File: config.mk
export PLATFORM = sky130hd
export DESIGN_NAME = alu_op_issuer_flat
export DESIGN_NICKNAME = d
export VERILOG_FILES = /design/src/rtl/alu_op_issuer_pkg.sv /design/src/rtl/alu_op_issuer_if.sv /design/src/rtl/alu_op_issuer_seq_mult32.sv /design/src/rtl/alu_op_issuer.sv /design/src/flat_wrapper.sv
export SDC_FILE = /design/constraint.sdc
export NUM_CORES = 1
export LEC_CHECK = 0
export BUFFER_PORTS_ARGS = -buffer_cell sky130_fd_sc_hd__buf_2
export CORE_UTILIZATION = 55
export DETAILED_ROUTE_END_ITERATION = 7
export GPL_ROUTABILITY_DRIVEN = 0
export PLACE_DENSITY_LB_ADDON = 0.08
export SLEW_MARGIN = 15
export SYNTH_ARGS = -nofsm -noshare
export SYNTH_HDL_FRONTEND = slang
export SYNTH_SLANG_ARGS = --single-unit
export TNS_END_PERCENT = 100
File: constraint.sdc
create_clock -name clk -period 3.4 [get_ports clk]
set_input_delay 0.17 -clock clk [delete_from_list [all_inputs] [get_ports clk]]
set_output_delay 0.17 -clock clk [all_outputs]
set_load 0.01 [all_outputs]
File: src/rtl/alu_op_issuer_pkg.sv
// alu_pkg: aluop encodings, R-type funct codes, issuer states and funct decode for alu_op_issuer.
package alu_pkg;
  localparam int WIDTH = 32;
  localparam int FUNCT_W = 6;
  typedef enum logic [2:0] {
    ALU_ADD  = 3'b000,
    ALU_SUB  = 3'b001,
    ALU_MULT = 3'b010,
    ALU_XOR  = 3'b011,
    ALU_AND  = 3'b100,
    ALU_OR   = 3'b101,
    ALU_SLT  = 3'b110,
    ALU_NOR  = 3'b111
  } aluop_e;
  localparam logic [FUNCT_W-1:0] F_ADD   = 6'h20;
  localparam logic [FUNCT_W-1:0] F_ADDU  = 6'h21;
  localparam logic [FUNCT_W-1:0] F_SUB   = 6'h22;
  localparam logic [FUNCT_W-1:0] F_SUBU  = 6'h23;
  localparam logic [FUNCT_W-1:0] F_MULTU = 6'h19;
  localparam logic [FUNCT_W-1:0] F_XOR   = 6'h26;
  localparam logic [FUNCT_W-1:0] F_AND   = 6'h24;
  localparam logic [FUNCT_W-1:0] F_OR    = 6'h25;
  localparam logic [FUNCT_W-1:0] F_SLT   = 6'h2A;
  localparam logic [FUNCT_W-1:0] F_NOR   = 6'h27;
  typedef enum logic [1:0] {ST_IDLE, ST_EXEC, ST_MULT, ST_RESP} state_e;
  typedef struct packed {
    logic   err;
    aluop_e op;
  } decode_t;
  function automatic decode_t decode(input logic [FUNCT_W-1:0] f);
    decode_t d;
    d.err = 1'b0;
    case (f)
      F_ADD, F_ADDU: d.op = ALU_ADD;
      F_SUB, F_SUBU: d.op = ALU_SUB;
      F_MULTU:       d.op = ALU_MULT;
      F_XOR:         d.op = ALU_XOR;
      F_AND:         d.op = ALU_AND;
      F_OR:          d.op = ALU_OR;
      F_SLT:         d.op = ALU_SLT;
      F_NOR:         d.op = ALU_NOR;
      default: begin
        d.op  = ALU_ADD;
        d.err = 1'b1;
      end
    endcase
    return d;
  endfunction
endpackage

File: src/rtl/alu_op_issuer_if.sv
// alu_op_issuer_if: request and response valid/ready channels between a requester (master) and the issuer (slave).
interface alu_op_issuer_if;
  import alu_pkg::*;
  logic               req_valid;
  logic               req_ready;
  logic [FUNCT_W-1:0] req_funct;
  logic [WIDTH-1:0]   req_a;
  logic [WIDTH-1:0]   req_b;
  logic               rsp_valid;
  logic               rsp_ready;
  logic [WIDTH-1:0]   rsp_lo;
  logic [WIDTH-1:0]   rsp_hi;
  logic               rsp_err;
  modport master (
    output req_valid, req_funct, req_a, req_b, rsp_ready,
    input  req_ready, rsp_valid, rsp_lo, rsp_hi, rsp_err
  );
  modport slave (
    input  req_valid, req_funct, req_a, req_b, rsp_ready,
    output req_ready, rsp_valid, rsp_lo, rsp_hi, rsp_err
  );
endinterface

File: src/rtl/alu_op_issuer_seq_mult32.sv
// seq_mult32: unsigned 32x32 shift-add multiplier, one step per cycle for 32 cycles.
// product_o is the combinational result of the current step, so it is final while done_o is high.
module seq_mult32
  import alu_pkg::*;
(
  input  logic               clk,
  input  logic               rst_n,
  input  logic               start_i,
  input  logic [WIDTH-1:0]   a_i,
  input  logic [WIDTH-1:0]   b_i,
  output logic               done_o,
  output logic [2*WIDTH-1:0] product_o
);
  logic               busy_q;
  logic [4:0]         cnt_q;
  logic [WIDTH-1:0]   mcand_q;
  logic [2*WIDTH-1:0] p_q, p_d;
  logic [WIDTH:0]     sum;
  // {hi, lo} starts as {0, multiplier}; each step adds the multiplicand to hi on lo[0] and shifts right
  always_comb begin
    sum = {1'b0, p_q[2*WIDTH-1:WIDTH]} + (p_q[0] ? {1'b0, mcand_q} : '0);
    p_d = {sum, p_q[WIDTH-1:1]};
  end
  assign product_o = p_d;
  assign done_o = busy_q && (cnt_q == 5'd31);
  always_ff @(posedge clk or negedge rst_n)
    if (!rst_n) begin
      busy_q  <= 1'b0;
      cnt_q   <= '0;
      mcand_q <= '0;
      p_q     <= '0;
    end else if (start_i) begin
      busy_q  <= 1'b1;
      cnt_q   <= '0;
      mcand_q <= a_i;
      p_q     <= {{WIDTH{1'b0}}, b_i};
    end else if (busy_q) begin
      p_q    <= p_d;
      cnt_q  <= cnt_q + 5'd1;
      busy_q <= !done_o;
    end
endmodule

File: src/rtl/alu_op_issuer.sv
// alu_op_issuer: decodes R-type funct, drives an external alu32 from registered operands, runs multu
// on an internal sequential multiplier and returns results over a valid/ready response channel.
module alu_op_issuer
  import alu_pkg::*;
(
  input  logic             clk,
  input  logic             rst_n,
  alu_op_issuer_if.slave   bus,
  output logic [WIDTH-1:0] alu_a_o,
  output logic [WIDTH-1:0] alu_b_o,
  output logic [2:0]       aluop_o,
  input  logic [WIDTH-1:0] alu_result_i
);
  state_e             state_q;
  logic [WIDTH-1:0]   a_q, b_q, lo_q, hi_q;
  aluop_e             op_q;
  logic               err_q;
  decode_t            dec;
  logic               mul_start, mul_done;
  logic [2*WIDTH-1:0] mul_prod;
  assign dec       = decode(bus.req_funct);
  assign mul_start = (state_q == ST_IDLE) && bus.req_valid && !dec.err && (dec.op == ALU_MULT);
  assign bus.req_ready = (state_q == ST_IDLE);
  assign bus.rsp_valid = (state_q == ST_RESP);
  assign bus.rsp_lo    = lo_q;
  assign bus.rsp_hi    = hi_q;
  assign bus.rsp_err   = err_q;
  assign alu_a_o       = a_q;
  assign alu_b_o       = b_q;
  assign aluop_o       = op_q;
  seq_mult32 u_mult (
    .clk       (clk),
    .rst_n     (rst_n),
    .start_i   (mul_start),
    .a_i       (bus.req_a),
    .b_i       (bus.req_b),
    .done_o    (mul_done),
    .product_o (mul_prod)
  );
  // Unsupported functs skip the ALU and leave the operand registers untouched
  always_ff @(posedge clk or negedge rst_n)
    if (!rst_n) begin
      state_q <= ST_IDLE;
      a_q     <= '0;
      b_q     <= '0;
      op_q    <= ALU_ADD;
      lo_q    <= '0;
      hi_q    <= '0;
      err_q   <= 1'b0;
    end else
      case (state_q)
        ST_IDLE: if (bus.req_valid) begin
          err_q <= dec.err;
          if (dec.err) begin
            lo_q    <= '0;
            hi_q    <= '0;
            state_q <= ST_RESP;
          end else begin
            a_q     <= bus.req_a;
            b_q     <= bus.req_b;
            op_q    <= dec.op;
            state_q <= (dec.op == ALU_MULT) ? ST_MULT : ST_EXEC;
          end
        end
        ST_EXEC: begin
          lo_q    <= alu_result_i;
          hi_q    <= '0;
          state_q <= ST_RESP;
        end
        ST_MULT: if (mul_done) begin
          {hi_q, lo_q} <= mul_prod;
          state_q      <= ST_RESP;
        end
        default: if (bus.rsp_ready) state_q <= ST_IDLE;
      endcase
endmodule

File: src/flat_wrapper.sv
// flat-port wrapper written by rule: the top's interface ports become plain ports
module alu_op_issuer_flat import alu_pkg::*;
  (clk, rst_n, alu_a_o, alu_b_o, aluop_o, alu_result_i, bus_req_valid, bus_req_funct, bus_req_a, bus_req_b, bus_rsp_ready, bus_req_ready, bus_rsp_valid, bus_rsp_lo, bus_rsp_hi, bus_rsp_err);
  alu_op_issuer_if bus_i ();
  input  logic clk;
  input  logic rst_n;
  output logic [WIDTH-1:0] alu_a_o;
  output logic [WIDTH-1:0] alu_b_o;
  output logic [2:0] aluop_o;
  input  logic [WIDTH-1:0] alu_result_i;
  input wire logic [$bits(bus_i.req_valid)-1:0] bus_req_valid;
  input wire logic [$bits(bus_i.req_funct)-1:0] bus_req_funct;
  input wire logic [$bits(bus_i.req_a)-1:0] bus_req_a;
  input wire logic [$bits(bus_i.req_b)-1:0] bus_req_b;
  input wire logic [$bits(bus_i.rsp_ready)-1:0] bus_rsp_ready;
  output wire logic [$bits(bus_i.req_ready)-1:0] bus_req_ready;
  output wire logic [$bits(bus_i.rsp_valid)-1:0] bus_rsp_valid;
  output wire logic [$bits(bus_i.rsp_lo)-1:0] bus_rsp_lo;
  output wire logic [$bits(bus_i.rsp_hi)-1:0] bus_rsp_hi;
  output wire logic [$bits(bus_i.rsp_err)-1:0] bus_rsp_err;
  assign bus_i.req_valid = bus_req_valid;
  assign bus_i.req_funct = bus_req_funct;
  assign bus_i.req_a = bus_req_a;
  assign bus_i.req_b = bus_req_b;
  assign bus_i.rsp_ready = bus_rsp_ready;
  assign bus_req_ready = bus_i.req_ready;
  assign bus_rsp_valid = bus_i.rsp_valid;
  assign bus_rsp_lo = bus_i.rsp_lo;
  assign bus_rsp_hi = bus_i.rsp_hi;
  assign bus_rsp_err = bus_i.rsp_err;
  alu_op_issuer u_core (.clk(clk), .rst_n(rst_n), .bus(bus_i), .alu_a_o(alu_a_o), .alu_b_o(alu_b_o), .aluop_o(aluop_o), .alu_result_i(alu_result_i));
endmodule
==> results of run 1 <==
[critical path, delay by kind of cell]
family	cells	cell delay (ps)
AOI/OAI and AO/OA	3	820
buffers and inverters	4	1650
and+or+nand+nor	2	950
[worst max path at each step]
stage                                           startpoint                                 to  slack [ps]  depth (start not counted)
after floorplan           u_core.u_mult.p_q[0]$_DFFE_PN0P_  u_core.u_mult.p_q[59]$_DFFE_PN0P_         450                         12
after global placement    u_core.u_mult.p_q[0]$_DFFE_PN0P_  u_core.bus.rsp_hi[28]$_DFFE_PN0P_         220                         11
after detailed placement  u_core.u_mult.p_q[0]$_DFFE_PN0P_  u_core.bus.rsp_hi[28]$_DFFE_PN0P_         180                         11
after CTS                 u_core.u_mult.p_q[0]$_DFFE_PN0P_  u_core.bus.rsp_hi[28]$_DFFE_PN0P_         150                         11
after global routing                      bus_req_funct[5]      u_core.aluop_o[0]$_DFFE_PN0P_         0.2                          9
final                                     bus_req_funct[5]      u_core.aluop_o[0]$_DFFE_PN0P_         230                          9
[power by group through the flow]
stage	Clock [mW]	Combinational [mW]	Sequential [mW]
after floorplan	0	3.43	4.62
after global routing	3.30	6.21	4.53
after global placement	0	5.40	4.39
after CTS	3.18	5.59	4.39
final	3.14	5.62	4.42
after detailed placement	0	5.50	4.42
[synthesized netlist by cell type (all sizes together), types with 2 or more instances]
cell     instances  share of area
dfrtp          236           0.51
nand2          220          0.071
nor2            80          0.026
a21oi           78          0.035
mux2            64          0.062
o21ai           63          0.028
clkbuf          62          0.020
mux2i           52          0.045
a22o            42          0.032
and2            39          0.021
ha              39          0.042
xnor2           19          0.014
nand3           16         0.0069
a21o            14         0.0091
o31ai           10         0.0069
and3             9         0.0049
xor2             9         0.0068
inv              8         0.0026
nor3             7         0.0030
a31oi            6         0.0032
nand4            6         0.0032
o21bai           6         0.0049
o22ai            6         0.0032
a211oi           5         0.0032
buf              5         0.0018
a31o             4         0.0030
nand2b           4         0.0022
o21a             4         0.0026
a2111oi          3         0.0055
a21boi           3         0.0019
or3              3         0.0016
a22oi            2         0.0013
a32o             2         0.0017
nor2b            2         0.0011
o211ai           2         0.0013
o41ai            2         0.0015
[repair_timing]
| action | CTS | global route |
|---|---|---|
| resized for setup | 0 | 2 |
| hold endpoints to repair | 231 | 0 |
| endpoints found under the setup margin | 0 | 14 |
| hold buffers | 68 | 0 |
[flip-flops by register name, indices dropped and copies added (netlist names)]
| signal | flops |
|---|---|
| u_core.aluop_o | 3 |
| u_core.bus.rsp_err | 1 |
| u_core.alu_a_o | 32 |
| u_core.state_q | 2 |
| u_core.u_mult.mcand_q | 32 |
| u_core.u_mult.cnt_q | 5 |
| u_core.u_mult.p_q | 64 |
| u_core.u_mult.busy_q | 1 |
| u_core.bus.rsp_lo | 32 |
| u_core.alu_b_o | 32 |
| u_core.bus.rsp_hi | 32 |
[layer usage]
layer,wire (µm),GRT usage,vias to the layer above,share of wire
met3,2080,0.0522,42,0.068
met5,0,0,-,0
li1,-,-,4571,-
met1,14400,0.428,4581,0.47
met2,13600,0.443,320,0.44
met4,558,0.0644,0,0.018
[layout make-up]
cell class	instances	area, µm²
Tap cell	270	338
Timing Repair Buffer	331	2100
Clock inverter	10	186
Multi-Input combinational cell	831	5400
Inverter	8	30.0
Fill cell	1542	5670
Sequential cell	236	5910
Clock buffer	37	783
[logic make-up (layout without fill, tap and decap cells)]
group / Yosys count / count (layout) / synth area share
AOI/OAI and AO/OA: 257 / 257 / 0.148
DFF: 236 / 236 / 0.511
xor gates and xnor gates: 28 / 28 / 0.0212
muxes: 116 / 116 / 0.107
and+or+nand+nor: 390 / 390 / 0.144
buffers and inverters: 75 / 386 / 0.0247
adders and majority gates: 40 / 40 / 0.0439
==> results.cfg, run 1 <==
[outcome]
status = finished, final reports clean

[placement]
post-place-cells = 1608
place_ws_ps = 179
dpl_cell_area_mm2 = 0.0131
post-dp-hpwl_um = 20600
portBuffers = 239

[detailed_routing]
dr.pass1.iters = 5
totalWireLength_um = 30700
route.detailed.drc = 0
ant_nets = 0
via_count = 9514
via_per_inst = 5.52
wl_per_cell_um = 17.8
first_iter_violations = 510

[yosys]
syn-num-nets = 1288
syn_inst = 1142
ys_seq_area_frac = 0.511
synth_edf_count = 0
netlist_area_mm2 = 0.0116
avgSynthCellArea_um2 = 10.1
ys_async_sr_fraction = 1.00
yosysWarningCount = 0
synth_cell_types = 55
synthFlopType = dfrtp_1
ys_ff_latch = 236

[clock_tree]
cts_buffers = 26
cts.path.max_buffers = 3
htree_levels = 1
cts.sinks = 236
cts_setup_buffers = 0
tritoncts = built
root_buffer = clkbuf_16
cts.clk_slew.worst_paths_ps = 60
clock_latency_ps = 520

[finish]
final_cells = 1723
post-route-util = 0.722
final_common_cell = buf_2
final_area_mm2 = 0.0148
final_layout_size_suffix_gt1_frac = 0.267
layout_common_cells = buf_2, dfrtp_1, nand2_1, nor2_1, a21oi_1
syn2layout_area_growth_pct = 27.6
fin_nets = 1580
antenna_cells = 0

[sta]
post-route-period-util = 0.932
maxSlewViolCount = 0
fin_skew_ps = 16.6
setup_viol = 0
final-hold-violation-count = 0
worst_pin_slew_ps = 1100
relSlewSlack = 0.265
fmax_mhz = 316
rsz0062_at_grt = no
period_needed_ps = 3170
tns_ps = 0
setup_slack_ps = 232
timing.hold.ws_ps = 21.6

[global_routing]
grt_max_degree = 106
grt_pass1_wl_um = 49800
globalRoute.totalOverflow = 0
globalRouteTotalUtil = 0.288
antenna_found_initial = 1
grt_pass1_vias = 9465

[floorplanning]
rows = 52
fp.dieW_um = 147
dieArea_mm2 = 0.0216
io_pins = 240
fp.dieH_um = 147
start_util = 0.566
core_area_mm2 = 0.0204

[job]
max-cap-violations = 0

[pwr]
cellPowerDensity_mw_per_mm2 = 892
intPower_mw = 8.17
ir_drop_mv = 0.560
leakagePower_nw = 7.21
p_switching_mw = 5.00
p_total_mw = 13.2
power_frac_clock = 0.238
switching_share = 0.379
combPwrFrac = 0.426
p_seq_frac = 0.335

[critical_path]
timing.rr.start = u_core.u_mult.p_q[0]$_DFFE_PN0P_
r2r_end = u_core.u_mult.p_q[59]$_DFFE_PN0P_
crit_path_frequent_cell = dlygate4sd3_1
start_kind = primary input
path_cells = dlygate4sd3_1 -> buf_2 -> nor4b_1 -> a32oi_1 -> o22ai_1 -> nand3_4 -> buf_4 -> o41ai_1 -> dlygate4sd3_1
regToRegSetupSlack_ps = 280
reg2regPathDepth = 12
crit_type = in -> reg
crit_arrival_ps = 3620
max_stage_delay_ps = 590
crit_path_end_kind = flip-flop
crit_fanout = 30
critical_path.slowest_cell = dlygate4sd3_1
required_ps = 3850

[hold_path]
hp-class = in -> reg
hold_start = bus_req_funct[4]
min_to = u_core.aluop_o[2]$_DFFE_PN0P_
hold_depth = 4
Note: power is estimated with default switching activity, not from simulation.
==> run 2: changes to the inputs <==
==> constraint.sdc (replaced) <==
create_clock -name clk -period 3.1 [get_ports clk]
set_input_delay 0.155 -clock clk [delete_from_list [all_inputs] [get_ports clk]]
set_output_delay 0.155 -clock clk [all_outputs]
set_load 0.01 [all_outputs]
==> results.cfg, run 2 (synthesis gave the netlist of run 1 again) <==
[clock_tree]
cts.path.max_buffers = 3
tritoncts = built
root_buffer = clkbuf_16
clock_latency_ps = 530
cts.sinks = 236
cts_buffers = 25
cts.clk_slew.worst_paths_ps = 70
htree_levels = 1

[detailed_routing]
via_per_inst = 5.51
totalWireLength_um = 30900
ant_nets = 0
route.detailed.drc = 0
first_iter_violations = 601
wl_per_cell_um = 17.8
via_count = 9547
dr.pass1.iters = 5

[finish]
largest_register = u_core.u_mult.p_q
final_common_cell = buf_2
final_area_mm2 = 0.0148
fin_nets = 1591
regArea_mm2 = 0.00591
syn2layout_area_growth_pct = 28.1
largest_reg_flops = 64
multiInputGateArea_mm2 = 0.00551
final_layout_size_suffix_gt1_frac = 0.282
layout_common_cells = buf_2, dfrtp_1, nand2_1, nor2_1, dlygate4sd3_1
fillers = 1515

[critical_path]
regToRegSetupSlack_ps = 70
crit_arrival_ps = 3430
crit_type = reg -> reg
crit_path_end_kind = flip-flop
required_ps = 3500
crit_start = u_core.u_mult.p_q[0]$_DFFE_PN0P_
timing.rr.start = u_core.u_mult.p_q[0]$_DFFE_PN0P_
reg2regPathDepth = 12
r2r_end = u_core.bus.rsp_hi[21]$_DFFE_PN0P_
crit_fanout = 17
start_kind = flip-flop
crit_path_end = u_core.bus.rsp_hi[21]$_DFFE_PN0P_

[floorplanning]
fp.dieH_um = 147
rows = 52
fp.dieW_um = 147
io_pins = 240
start_util = 0.566
dieArea_mm2 = 0.0216
core_area_mm2 = 0.0204

[sta]
timing.hold.ws_ps = 21.5
post-route-period-util = 0.977
rsz0062_at_grt = yes
worst_pin_slew_ps = 1090
final-hold-violation-count = 0
tns_ps = 0
setup_viol = 0
fmax_mhz = 330
fin_skew_ps = 18.6
relSlewSlack = 0.275
period_needed_ps = 3030
maxSlewViolCount = 0

[global_routing]
grt_pass1_wl_um = 49700
grt_pass1_vias = 9424
globalRoute.totalOverflow = 0
grt_max_degree = 103
antenna_found_initial = 1
globalRouteTotalUtil = 0.288

[job]
max-cap-violations = 0

[placement]
portBuffers = 239
dpl_cell_area_mm2 = 0.0132
post-dp-hpwl_um = 20500

[outcome]
status = finished, final reports clean

[pwr]
cellPowerDensity_mw_per_mm2 = 949
leakagePower_nw = 7.21
ir_drop_mv = 0.720

[hold_path]
hp-class = in -> reg
hold_depth = 4
-- run 2: power breakdown --
part / internal (mW) / total [mW] / switching, mW
sequential: 4.19 / 4.84 / 0.650
clock: 1.62 / 2.87 / 1.25
combinational: 2.71 / 6.34 / 3.64
total: 8.51 / 14.0 / 5.54
-- run 2: final cells by class --
cell class / count / share of cell area
diodes: 1 / 0.000169
clock buffers: 32 / 0.0454
clock inverters: 13 / 0.00667
inverters: 8 / 0.00203
multi-input cells: 831 / 0.372
flip-flops and latches: 236 / 0.399
well taps: 270 / 0.0228
repair buffers: 343 / 0.152
-- run 2: layer usage --
| metal | routed length [µm] | track usage | up-vias |
|---|---|---|---|
| met2 | 13700 | 0.434 | 384 |
| met5 | 0 | 0 | - |
| li1 | - | - | 4618 |
| met1 | 14300 | 0.427 | 4493 |
| met4 | 626 | 0.0778 | 0 |
| met3 | 2390 | 0.0543 | 52 |
-- run 2: stage by stage --
| stage | utilization | cells | power, mW | setup WS (ps) |
|---|---|---|---|---|
| 3_3_place_gp | 0.644 | 1611 | 10.8 | 43.4 |
| 5_1_grt | 0.725 | 1734 | 15.0 | -66.9 |
| 3_5_place_dp | 0.644 | 1611 | 10.9 | 18.6 |
| 2_1_floorplan | - | 1142 | 8.82 | 152 |
| 6_report | 0.725 | 1734 | 14.0 | 70.8 |
| 4_1_cts | 0.717 | 1729 | 13.9 | 7.84 |
-- run 2: critical path, cell delays in order, from the launching register on --
cell and delay (ps):
dfrtp_2 420, buf_12 150, and2_1 140, ha_2 180, fa_2 370, a211oi_2 260, nor2_2 90, o31ai_4 310
buf_4 170, o211ai_1 120, and2_4 180, a311o_1 280, a32o_1 230
-- run 2: how the worst min path moves through the flow --
stage | start | end
finish | alu_result_i[31] | u_core.bus.rsp_lo[31]$_DFFE_PN0P_
global route | alu_result_i[6] | u_core.bus.rsp_lo[6]$_DFFE_PN0P_
CTS | alu_result_i[31] | u_core.bus.rsp_lo[31]$_DFFE_PN0P_
detailed placement | rst_n | u_core.bus.rsp_hi[5]$_DFFE_PN0P_
global placement | rst_n | u_core.bus.rsp_hi[10]$_DFFE_PN0P_
floorplan | rst_n | u_core.alu_a_o[0]$_DFFE_PN0P_
-- run 2: what timing repair did --
action | 4_1_cts | 5_1_grt
setup buffers | 0 | 3
setup endpoints to repair | 0 | 28
endpoints found under the hold margin | 233 | 0
hold buffers | 73 | 0
gates resized for setup | 0 | 29
